### config.mk
export PLATFORM = sky130hd
export DESIGN_NAME = seg7_scan_driver_flat
export DESIGN_NICKNAME = d
export VERILOG_FILES = /design/src/rtl/seg7_scan_driver_pkg.sv /design/src/rtl/seg7_scan_driver_if.sv /design/src/rtl/seg7_scan_driver_decode.sv /design/src/rtl/seg7_scan_driver.sv /design/src/flat_wrapper.sv
export SDC_FILE = /design/constraint.sdc
export NUM_CORES = 1
export LEC_CHECK = 0
export CAP_MARGIN = 10
export CORE_ASPECT_RATIO = 1.25
export CORE_MARGIN = 2
export CORE_UTILIZATION = 28
export CTS_CLUSTER_DIAMETER = 50
export CTS_CLUSTER_SIZE = 40
export DETAILED_ROUTE_END_ITERATION = 10
export DONT_BUFFER_PORTS = 1
export MAX_ROUTING_LAYER = met4
export PLACE_DENSITY = 0.37
export SYNTH_ARGS = -nofsm -noshare
export SYNTH_HDL_FRONTEND = slang
export SYNTH_SLANG_ARGS = --single-unit
### constraint.sdc
create_clock -name i_clk -period 3.1 [get_ports i_clk]
set_input_delay 0.93 -clock i_clk [delete_from_list [all_inputs] [get_ports i_clk]]
set_output_delay 0.93 -clock i_clk [all_outputs]
set_load 0.02 [all_outputs]
### src/rtl/seg7_scan_driver_pkg.sv
// Shared constants for the 7-segment scan driver: blank/dash patterns and the
// active-low {a,b,c,d,e,f,g} decode table.
package seg7_scan_driver_pkg;

  localparam logic [6:0] SEG_OFF  = 7'h7F;
  localparam logic [6:0] SEG_DASH = 7'h7E;

  // Entry i is the pattern for code i; the first element listed is code 15.
  localparam logic [15:0][6:0] SEG_LUT = {
    7'h38, 7'h30, 7'h42, 7'h31, 7'h60, 7'h08,   // F E d C b A
    7'h04, 7'h00, 7'h0F, 7'h20, 7'h24, 7'h4C,   // 9 8 7 6 5 4
    7'h06, 7'h12, 7'h4F, 7'h01                  // 3 2 1 0
  };

  function automatic logic [6:0] seg_lookup(input logic [3:0] code, input logic hex_en);
    logic [6:0] seg;
    seg = SEG_LUT[code];
    if (!hex_en && (code > 4'd9)) begin
      seg = SEG_DASH;
    end
    return seg;
  endfunction

endpackage

### src/rtl/seg7_scan_driver_if.sv
// Datapath-facing load bus plus the board-facing display pins of the scan driver.
// The datapath side is master; the driver is slave.
interface seg7_scan_driver_if #(
  parameter int NUM_DIGITS = 4
);

  logic                    load;
  logic [4*NUM_DIGITS-1:0] digits_in;
  logic [NUM_DIGITS-1:0]   dp_in;
  logic                    blank_lz;

  logic [6:0]              seg_n;
  logic                    dp_n;
  logic [NUM_DIGITS-1:0]   an_n;
  logic                    upd_pulse;

  modport master (
    output load, digits_in, dp_in, blank_lz,
    input  seg_n, dp_n, an_n, upd_pulse
  );

  modport slave (
    input  load, digits_in, dp_in, blank_lz,
    output seg_n, dp_n, an_n, upd_pulse
  );

endinterface

### src/rtl/seg7_scan_driver_decode.sv
// Combinational hex/BCD to active-low segment decoder; never produces X.
// Codes 10-15 show letters when HEX_EN is set, otherwise a dash.
module seg7_scan_driver_decode
  import seg7_scan_driver_pkg::*;
#(
  parameter bit HEX_EN = 1'b1
) (
  input  logic [3:0] i_code,
  output logic [6:0] o_seg_n
);

  assign o_seg_n = seg_lookup(i_code, HEX_EN);

endmodule

### src/rtl/seg7_scan_driver.sv
// Time-multiplexed N-digit common-anode 7-segment driver with shadow/display
// double buffering (commits only at frame end) and a registered pin stage.
module seg7_scan_driver
  import seg7_scan_driver_pkg::*;
#(
  parameter int NUM_DIGITS = 4,
  parameter int CLK_DIV    = 50000,
  parameter int BLANK_CYC  = 2,
  parameter bit HEX_EN     = 1'b1
) (
  input  logic               i_clk,
  input  logic               i_rst_n,
  seg7_scan_driver_if.slave  bus
);

  localparam int DW    = 4 * NUM_DIGITS;
  localparam int DIV_W = (CLK_DIV > 1) ? $clog2(CLK_DIV) : 1;
  localparam int IDX_W = (NUM_DIGITS > 1) ? $clog2(NUM_DIGITS) : 1;

  localparam logic [DIV_W-1:0] DIV_LAST  = DIV_W'(CLK_DIV - 1);
  localparam logic [DIV_W-1:0] BLANK_END = DIV_W'(BLANK_CYC);
  localparam logic [IDX_W-1:0] IDX_LAST  = IDX_W'(NUM_DIGITS - 1);

  logic [DIV_W-1:0]      r_div_cnt;
  logic [IDX_W-1:0]      r_idx;

  logic [DW-1:0]         r_shadow_dig;
  logic [NUM_DIGITS-1:0] r_shadow_dp;
  logic                  r_shadow_lz;
  logic                  r_pending;

  logic [DW-1:0]         r_disp_dig;
  logic [NUM_DIGITS-1:0] r_disp_dp;
  logic                  r_disp_lz;

  logic [6:0]            r_seg_n;
  logic                  r_dp_n;
  logic [NUM_DIGITS-1:0] r_an_n;
  logic                  r_upd_pulse;

  logic                  w_tick;
  logic                  w_frame_end;
  logic                  w_active;
  logic                  w_zero_run;
  logic [NUM_DIGITS-1:0] w_lz_blank;
  logic [3:0]            w_code;
  logic                  w_dp;
  logic                  w_blank;
  logic [NUM_DIGITS-1:0] w_an_sel;
  logic [6:0]            w_dec_seg_n;

  assign w_tick      = (r_div_cnt == DIV_LAST);
  assign w_frame_end = w_tick && (r_idx == IDX_LAST);
  assign w_active    = (r_div_cnt >= BLANK_END);

  always_ff @(posedge i_clk or negedge i_rst_n) begin
    if (!i_rst_n) begin
      r_div_cnt <= '0;
      r_idx     <= '0;
    end else begin
      r_div_cnt <= w_tick ? '0 : r_div_cnt + 1'b1;
      if (w_tick) begin
        r_idx <= (r_idx == IDX_LAST) ? '0 : r_idx + 1'b1;
      end
    end
  end

  // A load on the frame-end edge is captured while the older shadow commits.
  always_ff @(posedge i_clk or negedge i_rst_n) begin
    if (!i_rst_n) begin
      r_shadow_dig <= '0;
      r_shadow_dp  <= '0;
      r_shadow_lz  <= 1'b0;
      r_pending    <= 1'b0;
      r_disp_dig   <= '0;
      r_disp_dp    <= '0;
      r_disp_lz    <= 1'b0;
      r_upd_pulse  <= 1'b0;
    end else begin
      if (bus.load) begin
        r_shadow_dig <= bus.digits_in;
        r_shadow_dp  <= bus.dp_in;
        r_shadow_lz  <= bus.blank_lz;
      end
      if (w_frame_end && r_pending) begin
        r_disp_dig <= r_shadow_dig;
        r_disp_dp  <= r_shadow_dp;
        r_disp_lz  <= r_shadow_lz;
      end
      r_pending   <= bus.load | (r_pending & ~w_frame_end);
      r_upd_pulse <= w_frame_end & r_pending;
    end
  end

  // Digit k is a leading zero when it and every digit to its left are zero.
  always_comb begin
    w_zero_run = 1'b1;
    w_lz_blank = '0;
    for (int k = NUM_DIGITS - 1; k >= 0; k--) begin
      w_zero_run    = w_zero_run & (r_disp_dig[4*k +: 4] == 4'h0);
      w_lz_blank[k] = r_disp_lz & w_zero_run & (k != 0);
    end
  end

  always_comb begin
    w_code   = 4'h0;
    w_dp     = 1'b0;
    w_blank  = 1'b0;
    w_an_sel = '1;
    for (int k = 0; k < NUM_DIGITS; k++) begin
      if (r_idx == IDX_W'(k)) begin
        w_code      = r_disp_dig[4*k +: 4];
        w_dp        = r_disp_dp[k];
        w_blank     = w_lz_blank[k];
        w_an_sel[k] = 1'b0;
      end
    end
  end

  seg7_scan_driver_decode #(
    .HEX_EN (HEX_EN)
  ) u_decode (
    .i_code  (w_code),
    .o_seg_n (w_dec_seg_n)
  );

  // Blanked digits keep their anode on so every slot has the same duty.
  always_ff @(posedge i_clk or negedge i_rst_n) begin
    if (!i_rst_n) begin
      r_seg_n <= SEG_OFF;
      r_dp_n  <= 1'b1;
      r_an_n  <= '1;
    end else if (w_active) begin
      r_seg_n <= w_blank ? SEG_OFF : w_dec_seg_n;
      r_dp_n  <= ~w_dp;
      r_an_n  <= w_an_sel;
    end else begin
      r_seg_n <= SEG_OFF;
      r_dp_n  <= 1'b1;
      r_an_n  <= '1;
    end
  end

  assign bus.seg_n     = r_seg_n;
  assign bus.dp_n      = r_dp_n;
  assign bus.an_n      = r_an_n;
  assign bus.upd_pulse = r_upd_pulse;

endmodule
### src/flat_wrapper.sv
// flat-port wrapper written by rule: the top's interface ports become plain ports
module seg7_scan_driver_flat import seg7_scan_driver_pkg::*;
#(
  parameter int NUM_DIGITS = 4,
  parameter int CLK_DIV    = 50000,
  parameter int BLANK_CYC  = 2,
  parameter bit HEX_EN     = 1'b1
)
  (i_clk, i_rst_n, bus_load, bus_digits_in, bus_dp_in, bus_blank_lz, bus_seg_n, bus_dp_n, bus_an_n, bus_upd_pulse);
  seg7_scan_driver_if #(.NUM_DIGITS(NUM_DIGITS)) bus_i ();
  input  logic i_clk;
  input  logic i_rst_n;
  input wire logic [$bits(bus_i.load)-1:0] bus_load;
  input wire logic [$bits(bus_i.digits_in)-1:0] bus_digits_in;
  input wire logic [$bits(bus_i.dp_in)-1:0] bus_dp_in;
  input wire logic [$bits(bus_i.blank_lz)-1:0] bus_blank_lz;
  output wire logic [$bits(bus_i.seg_n)-1:0] bus_seg_n;
  output wire logic [$bits(bus_i.dp_n)-1:0] bus_dp_n;
  output wire logic [$bits(bus_i.an_n)-1:0] bus_an_n;
  output wire logic [$bits(bus_i.upd_pulse)-1:0] bus_upd_pulse;
  assign bus_i.load = bus_load;
  assign bus_i.digits_in = bus_digits_in;
  assign bus_i.dp_in = bus_dp_in;
  assign bus_i.blank_lz = bus_blank_lz;
  assign bus_seg_n = bus_i.seg_n;
  assign bus_dp_n = bus_i.dp_n;
  assign bus_an_n = bus_i.an_n;
  assign bus_upd_pulse = bus_i.upd_pulse;
  seg7_scan_driver #(.NUM_DIGITS(NUM_DIGITS), .CLK_DIV(CLK_DIV), .BLANK_CYC(BLANK_CYC), .HEX_EN(HEX_EN)) u_core (.i_clk(i_clk), .i_rst_n(i_rst_n), .bus(bus_i));
endmodule
* After elaboration in Yosys (flattened, before gate mapping) *
Memories as Yosys holds them, arrays and structs flattened.
Index checks and enable logic that the tools add are counted.

word-level totals
  flip-flop bits (word level) = 74
  bits in latches = 0
  RAM bits = 0
  memory bits (read-only) = 112
  input port bits = 24
  output and inout bits = 13
  logic and storage cells = 60
  memories kept = 1

operators by class
  $add $sub $neg = 2
  multipliers = 0
  divide/modulo/power cells = 0
  $lt $le $gt $ge = 2
  eq/ne operators = 4
  shift-type cells = 0
  multiplexer cells = 22
  bitwise logic cells = 10
  reduce and logical (&&, ||, !) cells = 6

memory list
  name             depth  bits a word  rd ports  clocked after Yosys merged registers in  write ports  RTL line                    text
  (no name shown)  16     7            1         0                                        0            seg7_scan_driver_pkg.sv:17  seg = SEG_LUT[code];

operators by type and width
  operator                                                                 number
  7-bit 2-to-1 mux                                                         3
  4-bit 2-to-1 mux                                                         5
  16-bit by 1-bit adder with 16-bit output (second input constant)         1
  16-bit == test (second input constant)                                   1
  16-bit by 2-bit >= comparator with 1-bit output (second input constant)  1
  16-bit 2-to-1 mux                                                        1
  4-bit zero test                                                          3
  1-bit 2-to-1 mux                                                         12
  1-bit AND                                                                7
  4-bit by 5-bit < comparator with 1-bit output (second input constant)    1
  2-bit == test (second input constant)                                    2
  2-bit by 1-bit adder with 2-bit output (second input constant)           1
  2-bit by 1-bit == test with 1-bit output (second input constant)         1
  1-bit logical AND                                                        2
  2-bit zero test                                                          1
  2-bit 2-to-1 mux                                                         1
  1-bit NOT                                                                2
  1-bit OR                                                                 1

* Longest topological paths before layout *
  word-level depth = 9
  mapped depth = 11

* Modules after synthesis *
Synthesis repeated with hierarchy kept, for this count alone.

unflattened totals
  cells, all modules = 286
  area, all modules = 3437.0 sq um

modules (own cells, without submodules)
  module                   times used  cells each  area an instance (sq um)
  seg7_scan_driver         1           253         3168.0
  seg7_scan_driver_decode  1           33          269.0

* Worst setup path before layout *
OpenSTA, ideal clock, no wires.

  path type = reg-to-reg
  start = register u_core.r_idx[0]
  end = register u_core.r_seg_n[3] (netlist: u_core.bus.seg_n[3])
  library setup time = 61 ps
  data arrival time = 2142 ps
  required time = 3039 ps
  slack = 897 ps
  cell stages (with the launch flop) = 10
  buffers on the path = 1
  cells stage by stage = dfrtp_1 ha_1 clkbuf_1 nor2b_1 a221oi_1 o31ai_1 ha_1 mux2i_1 mux2_2 nand2_1

on the way
  cells in the longest elaborated chain, start to end = 9
  elaborated cells on any way between the ends = 15

RTL lines
  what                                    RTL line                    text
  start, declared                         seg7_scan_driver.sv:25      logic [IDX_W-1:0] r_idx;
  start signal, assigned                  seg7_scan_driver.sv:63      r_idx <= (r_idx == IDX_LAST) ? '0 : r_idx + 1'b1;
  2-bit zero test                         seg7_scan_driver.sv:111     if (r_idx == IDX_W'(k)) begin
  4-bit 2-to-1 mux (4 in a row)           seg7_scan_driver.sv:111
  memory 16 x 7 bit                       n/a
  7-bit 2-to-1 mux (implied by the code)  seg7_scan_driver_pkg.sv:17
  7-bit 2-to-1 mux (*)                    seg7_scan_driver.sv:134     r_seg_n <= w_blank ? SEG_OFF : w_dec_seg_n;
  7-bit 2-to-1 mux (*)                    seg7_scan_driver.sv:133     end else if (w_active) begin
  end signal, assigned                    seg7_scan_driver.sv:134
  end, declared                           seg7_scan_driver.sv:36      logic [6:0] r_seg_n;

Mark *: on every way between the ends. The rest lies on a longest branch, timed or not. The select of a mux whose other input is x is not followed.
A chain may end at the register's enable or synchronous reset.

* Worst setup path in the final report *
Same ends and word-level chain as after synthesis.

==> metrics <==
die area 13300 sq um; Placed Cells 439; Hold WC Path Type in2async; worst vdd ir 0.197 mV; H-tree level count 3; Sum Neg Setup Slack 0 ns; 1st-pass router iterations 4; clk sinks 74; most frequent cells in the layout 62 x dfrtp_1, 22 x nand2_1, 22 x mux2_2; CTS tree yes; Buf+Inv Stages, Crit Path 2; starting density of the core 28.7%; ys flop type dfrtp_1; remaining global-route overflow 0; Critical Path Start Type flip-flop; outcome finished clean; Async SR Flop Fraction 100%; initial antenna violation count 0; Syn Area/Cell 12.5 sq um; Slowest-stage cell, CP a221oi_1; port bufs 0; power per cell area 544 nW/um^2; CP arrival 2.81 ns; wire per inst 15.6 um; post-CTS setup buffers 0; DR vias 2095; post_cts resized 0; fin. max-slew vios 0; Tcrit/Tclk final 81.8%; Clock Path Buffers 2; Final min period 2.54 ns; Post-DP HPWL 4920 um; RSZ-0062 raised after global routing no; Max FO, Critical Path 12; Mapped Nets 315; DRC 0; antenna viol nets, final 0; TritonCTS Buffers 9; # hold bufs at CTS 0; vias in the first global route 2225; largest net degree at the start of global routing 75; Placeable Area 12100 sq um; GP Congestion 0.780; Post-synth EDFFs 0; Area growth, synth to finish 14.9%; die height 129 um; Max Freq 394 MHz; clock root buffer clkbuf_16; LEAKAGE 1.77 nW; Rel. slew slack 64.4%; first-pass GRT wire length 12100 um; # fillers 1206; Horiz. Die Dim 104 um; DR vias/cell 4.60; delay-heaviest family, CP compound AO/OA/AOI/OAI gates; Critical Setup Path Class reg2reg; Req. time, crit path 3.37 ns; final wirelength 7110 um; DR iter-0 viols 100; clock skew 0.00498 ns; post-synthesis register bit count 74; Non-Filler Instances 455; yosys warns 0; gr usage total 12.0%; Syn Inst Count 279; Critical Path Sink Type flip-flop; Fin. Hold Viols 0; Top-Level Pins 37; Ant. Diodes 0; # rows 45; nets 322; max cap viols 0; post-synthesis cell area 3470 sq um; clk_lat worst skew 0.33 ns; count of final setup violators 0; Distinct cells, synth 43; layout cells sized above 1 27.8%; CP Cell Sequence inv_1 -> ha_1 -> a21oi_1 -> a221oi_1 -> a21oi_1 -> inv_1 -> ha_1 -> mux2i_1 -> mux2_2 -> nand2_1; clock slew at reported path FFs 0.06 ns; Worst path max stage delay 0.43 ns; register area share after synthesis 53.7%; leading cell type in the layout, fill and taps excluded dfrtp_1; Worst-Margin Slew 0.531 ns
[synth_stat cells (2+ instances only)]
| cell | n | area, sq um |
|---|---|---|
| or3_1 | 3 | 18.8 |
| clkbuf_1 | 3 | 11.3 |
| mux2_2 | 22 | 248 |
| ha_1 | 12 | 150 |
| nand3_1 | 10 | 50.1 |
| dfrtp_1 | 62 | 1550 |
| dfstp_2 | 12 | 315 |
| mux2i_1 | 3 | 30.0 |
| o31ai_1 | 4 | 30.0 |
| a211oi_1 | 4 | 30.0 |
| nor2b_1 | 6 | 37.5 |
| and4_1 | 3 | 26.3 |
| a22oi_1 | 2 | 15.0 |
| nor3_1 | 6 | 30.0 |
| a21oi_1 | 5 | 25.0 |
| inv_1 | 10 | 37.5 |
| a211o_1 | 2 | 17.5 |
| nand4_1 | 3 | 18.8 |
| mux2_4 | 20 | 300 |
| nor4_1 | 3 | 18.8 |
| o21ai_0 | 5 | 25.0 |
| nand2_1 | 22 | 82.6 |
| nor3b_1 | 2 | 15.0 |
| a221oi_1 | 3 | 26.3 |
| xor2_1 | 9 | 78.8 |
| buf_1 | 3 | 11.3 |
| and2_1 | 3 | 18.8 |
| o211ai_1 | 2 | 15.0 |
| nor2_1 | 16 | 60.1 |
| buf_6 | 2 | 22.5 |
| xnor2_1 | 3 | 26.3 |
| nand3b_1 | 3 | 22.5 |
[cell type report]
type | count | area (sq um) | share of cell area (%)
flip-flops and latches | 74 | 1870 | 46.8
multi-input cells | 186 | 1520 | 38.1
clock buffers | 9 | 225 | 5.64
well taps | 164 | 205 | 5.14
clock inverters | 7 | 100 | 2.51
repair buffers | 5 | 37.5 | 0.940
inverters | 10 | 37.5 | 0.940
[per-layer routing]
metal  share of wire [%]  track usage (%)  vias to the layer above  wire, um
li1                    -                -                     1010         -
met1                  47             15.0                     1036      3360
met2                  48             18.5                       37      3390
met3                 3.0             2.84                       12       214
met4                 2.1             5.72                        0       146
met5                   0                -                        -         0
[report_power, final]
group	switching [mW]	total, mW	leakage (nW)	internal, mW
logic	0.00574	0.0312	0.690	0.0255
registers	0.0147	1.01	0.924	0.994
clock network	0.418	1.13	0.161	0.713
[logic make-up after synthesis]
family                     Yosys count  synth area share [%]
and+or+nand+nor                     85                  13.1
DFF                                 74                  53.7
buffers and inverters               19                  2.52
adders and majority gates           12                  4.32
muxes                               46                  17.0
AOI/OAI and AO/OA                   31                  6.34
xor gates and xnor gates            12                  3.03
[state kept, by name (all words and copies together), names as in the netlist]
register,cells
u_core.bus.an_n,4
u_core.bus.dp_n,1
u_core.r_shadow_lz,1
u_core.r_disp_lz,1
u_core.bus.seg_n,7
u_core.r_div_cnt,16
u_core.bus.upd_pulse,1
u_core.r_shadow_dig,16
u_core.r_disp_dig,16
u_core.r_shadow_dp,4
u_core.r_idx,2
u_core.r_disp_dp,4
u_core.r_pending,1
[metrics by stage]
step	area, sq um	power (mW)	hold slack (ns)	setup slack, ns	utilization [%]
after floorplan	3470	1.05	0.454	0.897	-
after global placement	3670	1.06	0.474	0.649	30.3
after detailed placement	3670	1.06	0.479	0.573	30.3
after CTS	3990	2.21	0.273	0.550	33.0
after global routing	3990	2.28	0.268	0.301	33.0
final	3990	2.17	0.293	0.563	33.0
[worst paths after layout]
kind / to / start / cells after the start / slack (ns)
worst max-delay path: u_core.bus.seg_n[3] / u_core.r_idx[0] / 10 / 0.56
worst min-delay path: u_core.r_div_cnt[13] / i_rst_n / 0 / 0.29
worst max register to register: u_core.bus.seg_n[3] / u_core.r_idx[0] / 10 / 0.56
worst min register to register: u_core.r_disp_dig[12] / u_core.r_shadow_dig[12] / 1 / 0.49
max in group asynchronous: u_core.bus.an_n[1] / i_rst_n / 0 / 2.62
min in group i_clk: u_core.r_disp_dig[12] / u_core.r_shadow_dig[12] / 1 / 0.49
(Power assumes the default switching activity.)
